### src/rtl/systolic_result_drain.sv
// Result drain for a 3x3 systolic array: snapshots the accumulators when done rises,
// streams them row-major over valid/ready, then pulses a registered clear into the array.
module systolic_result_drain #(
    parameter int N_RES  = 9,
    parameter int DATA_W = 32,
    parameter int IDX_W  = 4
) (
    input  logic                    clk,
    input  logic                    rst,
    input  logic                    done,
    input  logic [N_RES*DATA_W-1:0] results,
    input  logic                    m_ready,
    output logic                    m_valid,
    output logic [DATA_W-1:0]       m_data,
    output logic [IDX_W-1:0]        m_index,
    output logic                    m_last,
    output logic                    array_clr,
    output logic                    busy,
    output logic [7:0]              frame_count
);

    typedef enum logic [1:0] {IDLE, STREAM, CLEAR, WAIT_LOW} state_t;

    localparam logic [IDX_W-1:0] LAST_IDX = IDX_W'(N_RES - 1);

    state_t                          state_q, state_d;
    logic [N_RES-1:0][DATA_W-1:0]    buf_q, buf_d;
    logic                            m_valid_q, m_valid_d;
    logic [IDX_W-1:0]                m_index_q, m_index_d;
    logic                            m_last_q, m_last_d;
    logic                            array_clr_q, array_clr_d;
    logic                            busy_q, busy_d;
    logic [7:0]                      frame_count_q, frame_count_d;

    always_comb begin
        state_d       = state_q;
        buf_d         = buf_q;
        m_valid_d     = m_valid_q;
        m_index_d     = m_index_q;
        m_last_d      = m_last_q;
        array_clr_d   = 1'b0;
        frame_count_d = frame_count_q;
        case (state_q)
            IDLE: begin
                if (done) begin
                    buf_d     = results;
                    m_index_d = '0;
                    m_valid_d = 1'b1;
                    m_last_d  = (LAST_IDX == '0);
                    state_d   = STREAM;
                end
            end
            STREAM: begin
                if (m_ready) begin
                    if (m_last_q) begin
                        m_valid_d     = 1'b0;
                        m_index_d     = '0;
                        m_last_d      = 1'b0;
                        frame_count_d = frame_count_q + 8'd1;
                        array_clr_d   = 1'b1;
                        state_d       = CLEAR;
                    end else begin
                        m_index_d = m_index_q + 1'b1;
                        m_last_d  = (m_index_d == LAST_IDX);
                    end
                end
            end
            CLEAR: state_d = WAIT_LOW;
            // Hold off re-capture until the array has actually dropped done.
            WAIT_LOW: if (!done) state_d = IDLE;
            default: state_d = IDLE;
        endcase
        busy_d = (state_d != IDLE);
    end

    always_ff @(posedge clk or posedge rst) begin
        if (rst) begin
            state_q       <= IDLE;
            buf_q         <= '0;
            m_valid_q     <= 1'b0;
            m_index_q     <= '0;
            m_last_q      <= 1'b0;
            array_clr_q   <= 1'b0;
            busy_q        <= 1'b0;
            frame_count_q <= '0;
        end else begin
            state_q       <= state_d;
            buf_q         <= buf_d;
            m_valid_q     <= m_valid_d;
            m_index_q     <= m_index_d;
            m_last_q      <= m_last_d;
            array_clr_q   <= array_clr_d;
            busy_q        <= busy_d;
            frame_count_q <= frame_count_d;
        end
    end

    assign m_valid     = m_valid_q;
    assign m_data      = buf_q[m_index_q];
    assign m_index     = m_index_q;
    assign m_last      = m_last_q;
    assign array_clr   = array_clr_q;
    assign busy        = busy_q;
    assign frame_count = frame_count_q;

endmodule

### config.mk
export PLATFORM = sky130hd
export DESIGN_NAME = systolic_result_drain
export DESIGN_NICKNAME = d
export VERILOG_FILES = /design/src/rtl/systolic_result_drain.sv
export SDC_FILE = /design/constraint.sdc
export NUM_CORES = 1
export LEC_CHECK = 0
export CAP_MARGIN = 20
export CORE_ASPECT_RATIO = 0.5
export CORE_MARGIN = 10
export CORE_UTILIZATION = 45
export DETAILED_ROUTE_END_ITERATION = 16
export GPL_TIMING_DRIVEN = 0
export PLACE_DENSITY_LB_ADDON = 0.1
export SYNTH_ARGS = -nofsm -noshare
export SYNTH_HDL_FRONTEND = slang
export SYNTH_SLANG_ARGS = --single-unit
### constraint.sdc
create_clock -name clk -period 11.1 [get_ports clk]
set_input_delay 3.33 -clock clk [delete_from_list [all_inputs] [get_ports clk]]
set_output_delay 3.33 -clock clk [all_outputs]
set_load 0.01 [all_outputs]
---- Word-level counts from Yosys, hierarchy flattened ----
Cells that the tools add are included.
word-level totals
  latch bits .............................. 0
  input port bits ......................... 292
  bits in read-only memories .............. 0
  logic and storage cells ................. 55
  memory bits (writable) .................. 0
  output and inout port bits .............. 48
  memories kept ........................... 0
  register bits after elaboration ......... 306
operators by class
  div/mod/pow operators ................... 0
  mux-type cells .......................... 22
  shifts and indexed selects .............. 0
  multiply operators ...................... 0
  magnitude comparators ................... 1
  reduce and logical (&&, ||, !) cells .... 7
  equality and inequality tests ........... 7
  add/sub/neg operators ................... 2
  bitwise gates (word level) .............. 0
operators by type and width
  kind                                                         count
  binary-select mux 32 bit (select 4 bit)                      1
  two-way mux 32 bit                                           1
  two-way mux 4 bit                                            3
  two-way mux 1 bit                                            9
  adder 8 x 1 -> 8 bit (second input constant)                 1
  two-way mux 2 bit                                            4
  case mux 2 bit (4 select lines)                              1
  case mux 4 bit (2 select lines)                              1
  inequality test 2 bit (second input constant)                3
  AND reduction 3 bit                                          2
  less-than comparator 4 x 5 -> 1 bit (second input constant)  1
  adder 4 x 1 -> 4 bit (second input constant)                 1
  == test 2 bit (second input constant)                        2
  == test 4 bit (second input constant)                        1
  case mux 1 bit (2 select lines)                              2
  AND reduction 4 bit                                          1
  nonzero test 2 bit                                           2
  == test 2 x 1 -> 1 bit (second input constant)               1
  logical NOT 2 bit                                            1
  AND reduction 2 bit                                          1

---- Logic depth before layout (Yosys ltp) ----
  depth after elaboration ................. 5
  gate-level depth with buffers ........... 6
  mapped depth without buffers ............ 4

---- Least setup slack after synthesis ----
OpenSTA, ideal clock, no wires.
  kind .................................... reg2out
  start ................................... reg m_index_q[1], in the netlist m_index[1]
  end ..................................... out m_data[0]
  buffers on the path ..................... 2
  slack ................................... 6273 ps
  cell stages (with the launch flop) ...... 6
  required time ........................... 7770 ps
  arrival ................................. 1497 ps
  path through ............................ dfrtp_1 -> buf_4 -> nand2b_1 -> clkbuf_1 -> o22ai_1 -> o31ai_1
on the way
  longest elaborated chain between the ends .. 2
ends and longest elaborated chain
  what                                      line  source
  from (decl)                               29    logic [IDX_W-1:0] m_index_q, m_index_d;
  from (signal assigned)                    90    m_index_q <= m_index_d;
  binary-select mux 32 bit (select 4 bit)   99    assign m_data = buf_q[m_index_q];
  two-way mux 32 bit (not written as such)  99
  to (decl)                                 14    output logic [DATA_W-1:0] m_data,
No other way between the ends. The select of a mux whose other input is x is not followed.

---- Final worst setup path ----
  start ................................... reg m_index_q[1], in the netlist m_index[1]
  end ..................................... out m_data[27]
Same word-level chain as after synthesis.

==> qor.txt <==
Max Cap Viol -> 0
1st-iter DRT viols -> 409
Fin crit share -> 0.617
CTS root buf -> clkbuf_16
CP Class -> reg2out
Pleak -> 8.20 nW
Outcome -> completed
Final Critical Period -> 6.85 ns
Nets -> 1614
Worst Tran Pin Value -> 0.732 ns
DRC Markers -> 0
R2R Setup Slk -> 9.28 ns
Hold depth -> 1
Cell Count, Final, Fillers Out -> 1769
RR Startpoint -> state_q[0]
CTS HTree Levels -> 1
Comb power frac -> 0.427
Die Width -> 269 µm
Critical Path AT -> 3.52 ns
Initial antenna violation count -> 8
Power Density -> 259 mW/mm²
Setup-failing EPs final -> 0
Synth Cell Area -> 0.0140 mm²
WL final -> 44.7 mm
CTS buffer count -> 28
Critical Path End Type -> primary output
Vias in the first global route -> 10.6k
Tot GR Track Use -> 0.225
Cell Area, Placed -> 0.0181 mm²
Worst R2R Path Depth -> 6
Worst Skew -> 0.0189 ns
Clock Path Buffers -> 3
Syn Inst Count -> 942
Final instance area -> 0.0190 mm²
Critical-path top delay cell -> clkdlybuf4s50_1
Clock slew at reported path FFs -> 0.06 ns
Clk pwr share -> 0.199
Worst-path cell chain -> buf_4 -> nand2b_1 -> clkbuf_1 -> o22ai_1 -> o31ai_1 -> clkdlybuf4s50_1
Syn avg cell area -> 14.8 µm²
CTS Sinks -> 306
F_max -> 0.146 GHz
Worst setup SP type -> register
Largest net degree at the start of global routing -> 45
Die Area -> 0.0389 mm²
Setup_tns -> 0 ns
Final GP Congestion -> 0.854
Post-cts resize count -> 0
Routed WL per cell -> 25.3 µm
Peak supply drop -> 0.135 mV
Psw -> 1.62 mW
CTS Hold Bufs -> 0
Rel. slew slack -> 0.512
Die height -> 145 µm
Layout cells sized above 1 -> 0.217
IO buf count -> 339
Vias/cell -> 5.25
Hold path startpoint -> buf_q[217]
Fin. Hold Viols -> 0
Seq cells post-synth -> 306
CTS tree -> built
Placed Cells -> 1712
Global-route wire length before repair -> 65.8 mm
Switching share of power -> 0.329
Syn_nets -> 1237
Internal power -> 3.30 mW
Total gr overflow -> 0
Clock Latency Late Sink -> 0.56 ns
RSZ-0062 raised after global routing -> no
Post-DP HPWL -> 34.8 mm
Sequential share of power -> 0.374
Hold EP -> buf_q[217]
Slew Limit Fails -> 0
Hold WC Path Type -> reg2reg
Post-synthesis sequential area ratio -> 0.548
Area grow syn2layout -> 36.0%
Distinct cells, synth -> 33
Worst reg2reg path endpoint -> buf_q[211]
Placeable Area -> 0.0305 mm²
Critical Path RT -> 7.77 ns
Worst Path Max Fanout -> 10
Synth Warn # -> 0
Detail Route Antenna Nets -> 0
Max incr delay on CP -> 0.62 ns
Starting Density -> 0.459
I/O pins -> 340
Setup Buffers After CTS -> 0
TritonRoute pass-1 iters -> 4
FP Rows -> 45
DR vias -> 9283
Tot Pwr -> 4.91 mW
flip-flops by register name, summed over array words and instances (netlist names):
name         cells
busy             1
frame_count      8
m_index          4
buf_q          288
m_valid          1
state_q          2
array_clr        1
m_last           1
power groups by stage:
stage | logic [mW] | registers (mW) | clock network [mW]
after global routing | 2.24 | 1.90 | 1.04
after CTS | 2.11 | 1.84 | 0.995
after floorplan | 1.28 | 1.78 | 0
after global placement | 2.06 | 1.82 | 0
after detailed placement | 2.11 | 1.86 | 0
final | 2.10 | 1.84 | 0.978
through the flow:
step / utilization / worst slack [ns] / hold slack (ns)
final: 0.624 / 4.25 / 0.483
after global routing: 0.624 / 4.11 / 0.495
after CTS: 0.623 / 4.23 / 0.483
after detailed placement: 0.593 / 4.81 / 0.468
after global placement: 0.587 / 1.63 / 0.457
after floorplan: - / 3.70 / 0.452
critical path, delay by kind of cell (launching register included):
family                 cells  cell delay, ns
AOI/OAI and AO/OA          2            0.78
buffers and inverters      3            1.44
DFF                        1            0.40
and+or+nand+nor            1            0.34
how the worst max path moves through the flow:
stage                           from         end  slack, ns
final                     m_index[1]  m_data[27]       4.25
after detailed placement  m_index[1]  m_data[27]       4.81
after global routing      m_index[1]  m_data[27]       4.11
after global placement           rst  buf_q[129]       1.63
after floorplan                  rst   array_clr       3.70
after CTS                 m_index[1]  m_data[27]       4.23
Yosys cell counts (all sizes together):
cell    number  area share
a21o         1     0.00054
and2         1     0.00045
xor2         3      0.0019
nand4        3      0.0013
o21ai        7      0.0025
nor3         2     0.00072
nor2        32      0.0086
clkbuf      11      0.0030
o22ai       32       0.014
xnor2        7      0.0044
mux2i        2      0.0014
a211oi       1     0.00054
nand4b       1      0.0011
buf         55       0.036
ha           3      0.0027
nand2b       2     0.00090
and4bb       1     0.00090
or3          1     0.00045
o31ai       33       0.018
nand3        2     0.00072
and3         1     0.00045
inv          4      0.0011
nor3b        1     0.00090
nand2       45       0.012
mux2       352        0.28
dfrtp      306        0.55
nor4b        1      0.0017
mux4        32       0.052
layout make-up:
class                           instances  area, µm²
Clock inverter                          6       57.6
Sequential cell                       306       7660
Buffer                                 66        546
Antenna cell                            7       17.5
Clock buffer                           44        862
Multi-Input combinational cell        566       5750
Timing Repair Buffer                  347       3560
Fill cell                            2384      11500
Inverter                                4       18.8
Tap cell                              423        529
placed cells by master (no fill, tap or decap), drive strengths merged, types with 2 or more instances in the layout:
| cell | count |
|---|---|
| nor3 | 2 |
| xnor2 | 7 |
| mux2 | 352 |
| nand4 | 3 |
| inv | 3 |
| clkinv | 4 |
| nand3 | 2 |
| clkbuf | 55 |
| nand2 | 45 |
| o31ai | 33 |
| diode | 7 |
| nor2 | 32 |
| ha | 3 |
| clkdlybuf4s50 | 339 |
| dfrtp | 306 |
| o21ai | 7 |
| mux4 | 32 |
| nand2b | 2 |
| clkinvlp | 2 |
| xor2 | 3 |
| o22ai | 32 |
| mux2i | 2 |
| buf | 63 |
cell families after synthesis:
group,synth area share
flip-flops,0.548
AO/OA/AOI/OAI,0.0357
XOR/XNOR,0.00627
AND/OR/NAND/NOR,0.0303
adder cells (fa/ha/maj),0.00269
buffers and inverters,0.0401
multiplexers,0.337
layer usage:
| metal | track usage | wire length (µm) |
|---|---|---|
| met1 | 0.272 | 18200 |
| met5 | 0 | 10 |
| met3 | 0.0427 | 1950 |
| met4 | 0.0577 | 844 |
| met2 | 0.411 | 23700 |
No activity file was read; power rests on OpenSTA's default activity.
